## src/rtl/psg_pkg.sv

```systemverilog
// Shared SN76489 register-bank definitions: channel numbering, register kinds,
// silent attenuation code and the latch record written by LATCH bytes.
package psg_pkg;

    localparam logic [1:0] CHAN_TONE0 = 2'd0;
    localparam logic [1:0] CHAN_TONE1 = 2'd1;
    localparam logic [1:0] CHAN_TONE2 = 2'd2;
    localparam logic [1:0] CHAN_NOISE = 2'd3;

    localparam logic TYPE_TONE = 1'b0;
    localparam logic TYPE_VOL  = 1'b1;

    localparam logic [3:0] ATTEN_SILENT = 4'hF;

    // Register last addressed by a LATCH byte; DATA bytes act on it.
    typedef struct packed {
        logic [1:0] chan;
        logic       kind;
    } latch_t;

endpackage

```

## src/rtl/psg_write_strobe.sv

```systemverilog
// Write-strobe front end: rising-edge detect on wr, READY busy window after each
// accepted write, and a sticky overrun flag for writes dropped while busy.
module psg_write_strobe #(
    parameter int BUSY_CYCLES = 32
) (
    input  logic clk,
    input  logic reset,
    input  logic wr,
    output logic ready,
    output logic accept,
    output logic overrun
);

    localparam int CW = (BUSY_CYCLES > 1) ? $clog2(BUSY_CYCLES) : 1;

    logic          wr_q;
    logic          ready_q;
    logic          overrun_q;
    logic [CW-1:0] busy_cnt_q;
    logic          wr_event;

    assign wr_event = wr & ~wr_q;
    assign accept   = wr_event & ready_q;
    assign ready    = ready_q;
    assign overrun  = overrun_q;

    // NOTE: sequential state uses non-blocking assignments so every flop samples pre-edge values.
    always_ff @(posedge clk) begin
        if (reset) begin
            wr_q       <= 1'b0;
            ready_q    <= 1'b1;
            overrun_q  <= 1'b0;
            busy_cnt_q <= '0;
        end else begin
            wr_q <= wr;
            if (accept) begin
                ready_q    <= 1'b0;
                busy_cnt_q <= CW'(BUSY_CYCLES - 1);
            end else if (!ready_q) begin
                if (busy_cnt_q == '0) begin
                    ready_q <= 1'b1;
                end else begin
                    busy_cnt_q <= busy_cnt_q - 1'b1;
                end
            end
            if (wr_event && !ready_q) begin
                overrun_q <= 1'b1;
            end
        end
    end

endmodule

```

## src/rtl/psg_register_bank.sv

```systemverilog
// SN76489 LATCH/DATA byte decoder feeding the tone, attenuation and noise registers
// that drive the generators directly.
module psg_register_bank
    import psg_pkg::*;
#(
    parameter int TONE_FREQUENCY_BITS = 10,
    parameter int ATTENUATION_BITS    = 4,
    parameter int NOISE_CONTROL_BITS  = 3,
    parameter int BUSY_CYCLES         = 32
) (
    input  logic                             clk,
    input  logic                             reset,
    input  logic [7:0]                       data,
    input  logic                             wr,
    output logic                             ready,
    output logic [3*TONE_FREQUENCY_BITS-1:0] tone_freq,
    output logic [4*ATTENUATION_BITS-1:0]    attenuation,
    output logic [NOISE_CONTROL_BITS-1:0]    noise_ctrl,
    output logic                             noise_reset,
    output logic                             overrun
);

    logic [2:0][TONE_FREQUENCY_BITS-1:0] tone_q, tone_d;
    logic [3:0][ATTENUATION_BITS-1:0]    atten_q, atten_d;
    logic [NOISE_CONTROL_BITS-1:0]       noise_q, noise_d;
    latch_t                              latch_q, latch_d;
    latch_t                              target;
    logic                                noise_wr;
    logic                                noise_reset_q;
    logic                                accept;

    psg_write_strobe #(
        .BUSY_CYCLES(BUSY_CYCLES)
    ) u_strobe (
        .clk    (clk),
        .reset  (reset),
        .wr     (wr),
        .ready  (ready),
        .accept (accept),
        .overrun(overrun)
    );

    // NOTE: every next-state value defaults to its current value first so no path infers a latch.
    always_comb begin
        tone_d   = tone_q;
        atten_d  = atten_q;
        noise_d  = noise_q;
        latch_d  = latch_q;
        noise_wr = 1'b0;
        target   = latch_q;
        if (accept) begin
            if (data[7]) begin
                latch_d = '{chan: data[6:5], kind: data[4]};
                target  = latch_d;
            end
            if (target.kind == TYPE_VOL) begin
                atten_d[target.chan] = data[ATTENUATION_BITS-1:0];
            end else if (target.chan == CHAN_NOISE) begin
                noise_d  = data[NOISE_CONTROL_BITS-1:0];
                noise_wr = 1'b1;
            end else if (data[7]) begin
                tone_d[target.chan][3:0] = data[3:0];
            end else begin
                tone_d[target.chan][TONE_FREQUENCY_BITS-1:4] = data[TONE_FREQUENCY_BITS-5:0];
            end
        end
    end

    always_ff @(posedge clk) begin
        if (reset) begin
            tone_q        <= '0;
            atten_q       <= {4{ATTENUATION_BITS'(ATTEN_SILENT)}};
            noise_q       <= '0;
            latch_q       <= '{chan: CHAN_TONE0, kind: TYPE_TONE};
            noise_reset_q <= 1'b0;
        end else begin
            tone_q        <= tone_d;
            atten_q       <= atten_d;
            noise_q       <= noise_d;
            latch_q       <= latch_d;
            noise_reset_q <= noise_wr;
        end
    end

    assign tone_freq   = tone_q;
    assign attenuation = atten_q;
    assign noise_ctrl  = noise_q;
    assign noise_reset = noise_reset_q;

endmodule

```

## config.mk

```make
export PLATFORM = sky130hd
export DESIGN_NAME = psg_register_bank
export DESIGN_NICKNAME = d
export VERILOG_FILES = /design/src/rtl/psg_pkg.sv /design/src/rtl/psg_write_strobe.sv /design/src/rtl/psg_register_bank.sv
export SDC_FILE = /design/constraint.sdc
export NUM_CORES = 1
export LEC_CHECK = 0
export ABC_CLOCK_PERIOD_IN_PS = 3500
export CELL_PAD_IN_SITES_DETAIL_PLACEMENT = 0
export CELL_PAD_IN_SITES_GLOBAL_PLACEMENT = 1
export CORE_AREA = 4 4 62 120
export CTS_BUF_LIST = sky130_fd_sc_hd__clkbuf_2
export DETAILED_ROUTE_END_ITERATION = 12
export DIE_AREA = 0 0 66 124
export PLACE_DENSITY = 0.79
export SLEW_MARGIN = 10
export SYNTH_ARGS = -nofsm -noshare
export SYNTH_HDL_FRONTEND = slang
export SYNTH_SLANG_ARGS = --single-unit
```

## constraint.sdc

```tcl
create_clock -name clk -period 3.5 [get_ports clk]
set_input_delay 0.35 -clock clk [delete_from_list [all_inputs] [get_ports clk]]
set_output_delay 0.35 -clock clk [all_outputs]
set_load 0.01 [all_outputs]
```

==> out/results.ini <==
[run_status]
status=complete, no violations

[timing]
tightest_slew_ps=868
skew_ps=11.5
slew_headroom_pct=41.6
hold_viol=0
min_period_ps=1940
finalMaxSlewViolations=0
tns_ps=0
setup_viol=0
rsz0062_at_grt=false
max_freq_mhz=515
fin_crit_sh_pct=55.5

[setup_path]
r2r-start=u_strobe.ready
crit_fanout=8
rr_worst_depth=3
cp-start-kind=register
worstPathArrival_ps=1590
slowest_stage=clkdlybuf4s50_1
path_cells=clkdlybuf4s50_1
startpoint=u_strobe.ready
path_depth=1
crit_type=register to output pin
cp.buffers_inverters=1
cp-end-kind=output pin
slowest_delay_ps=600
path_delay_family=buffers and inverters
critPathRequiredTime_ps=3150

[min_path]
hp-class=primary input to register
hp-start=reset
hold_depth=2

[routing]
drc=0
wirelength_mm=6.24
postRouteAntennaNets=0
vias=2031
highest_layer=met4
wl_per_cell_um=15.4
routed_via_density=5.03
wl_met3_um=239
met1Wirelength_mm=2.45
wl_met2_mm=3.39
dr.pass1.iters=4
drtIter0Drc=79

[power]
vdd_drop_max_uv=246
p_leak_uw=0.00127
power_density_nw_per_um2=369
finalPower_uw=1210

[cts]
cts_max_level=3
cts_tree=built
clock_latency_ps=480
cts_setup_buffers=0
ctsResizeCount=0
cts-buffers-inserted=9
cts_sinks=61
cts_root_buf=clkbuf_2
clk_pin_slew_ps=150
cts.path.max_buffers=2
hold_buffers=0

[global_routing]
grt_pass1_wl_mm=9.72
grt_pass1_vias=1927
grt_max_degree=54
overflow=0
antenna_found_initial=0
grt_use_total_pct=16.2

[floorplanning]
core-area_um2=6570
io_pins=63
fp-row-count=42
dieWidth_um=66
start_util_pct=38.6
die_height_um=124
die-area_um2=8180

[final_layout]
finish.utilization_pct=49.8
mostFrequentLayoutCells=dfxtp_1 (61), clkdlybuf4s50_1 (61), mux2i_1 (44)
drive_gt1_share_pct=6.65
layout.nets=323
syn_to_final_growth_pct=28.9
fill_cells=658
n_antenna_cell=0

[place]
post-dp-hpwl_mm=4.56
portBuffers=62
place_congestion=0.777

[job]
maxCapViolations=0

[yosys]
syn-instance-count=254
syn_avg_cell_area_um2=9.98
yosysSeqAreaShare_pct=48.2
syn_area_um2=2530
syn_nets=266
synth_area_leader_cell=dfxtp_1
synth_area_leaders=dfxtp_1 (48%), mux2i_1 (17%), nand2b_1 (8.6%)
ys_types=37
ys_ff_latch=61
yosys.area.top_type_share_pct=48.2
synth_warnings=0

==> registers in the layout, indices dropped and copies added (netlist names) <==
| register | count |
|---|---|
| noise_ctrl | 3 |
| u_strobe.wr_q | 1 |
| u_strobe.busy_cnt_q | 5 |
| attenuation | 16 |
| noise_reset | 1 |
| tone_freq | 30 |
| u_strobe.ready | 1 |
| latch_q | 3 |
| u_strobe.overrun | 1 |
==> cell families (layout without fill, tap and decap cells) <==
kind of cell / count (synthesis) / count (layout) / share of synthesized area, %
and+or+nand+nor: 94 / 94 / 21.9
DFF: 61 / 61 / 48.2
muxes: 45 / 45 / 17.8
AOI/OAI and AO/OA: 32 / 32 / 8.10
buffers and inverters: 21 / 83 / 3.55
adders and majority gates: 1 / 1 / 0.494
==> per-stage QoR <==
stage	instances	cell area, µm²	hold WS (ps)	setup slack (ps)
floorplan	254	2530	456	1960
global placement	388	3190	463	1150
detailed placement	388	3190	464	1100
CTS	404	3270	443	1520
global route	404	3270	482	1450
finish	404	3270	472	1560
==> layer usage <==
metal / up-vias / GRT usage, %
li1: 998 / -
met5: - / 0
met1: 964 / 18.0
met3: 11 / 4.42
met2: 58 / 27.8
met4: 0 / 8.14
==> Yosys cell counts, drive strengths merged <==
master  count
nor2b       1
nor4b       2
buf         5
dfxtp      61
or3b        2
o21ai       7
nor2       24
ha          1
and3b       1
a211o       1
a211oi      8
nand4b      1
nand3b      4
mux2i      44
or3         5
a31oi       1
nor4bb      1
a21oi      13
o21bai      1
nand2       2
nor4        2
clkbuf     12
nand2b     35
nand3       9
or4         2
or4b        2
mux2        1
o31ai       1
nor3        1
inv         4
==> layout make-up <==
type / count / area [µm²] / area share, %
multi-input cells: 172 / 1220 / 37.4
clock buffers: 12 / 60.1 / 1.84
inverters: 4 / 15.0 / 0.459
repair buffers: 63 / 623 / 19.1
flip-flops and latches: 61 / 1220 / 37.4
well taps: 88 / 110 / 3.37
clock inverters: 4 / 15.0 / 0.459
==> power breakdown <==
part	internal, µW	total [µW]	switching [µW]	leakage (µW)
Sequential	715	733	18.2	0.000495
Clock	93.8	326	233	0.0000561
Combinational	65.9	147	81.0	0.000718
==> final timing paths <==
path	to	slack [ps]
setup / recovery	ready	1560
hold / removal	noise_reset	470
setup reg to reg	tone_freq[20]	1630
hold reg to reg	tone_freq[28]	480
(Power assumes the default switching activity.)
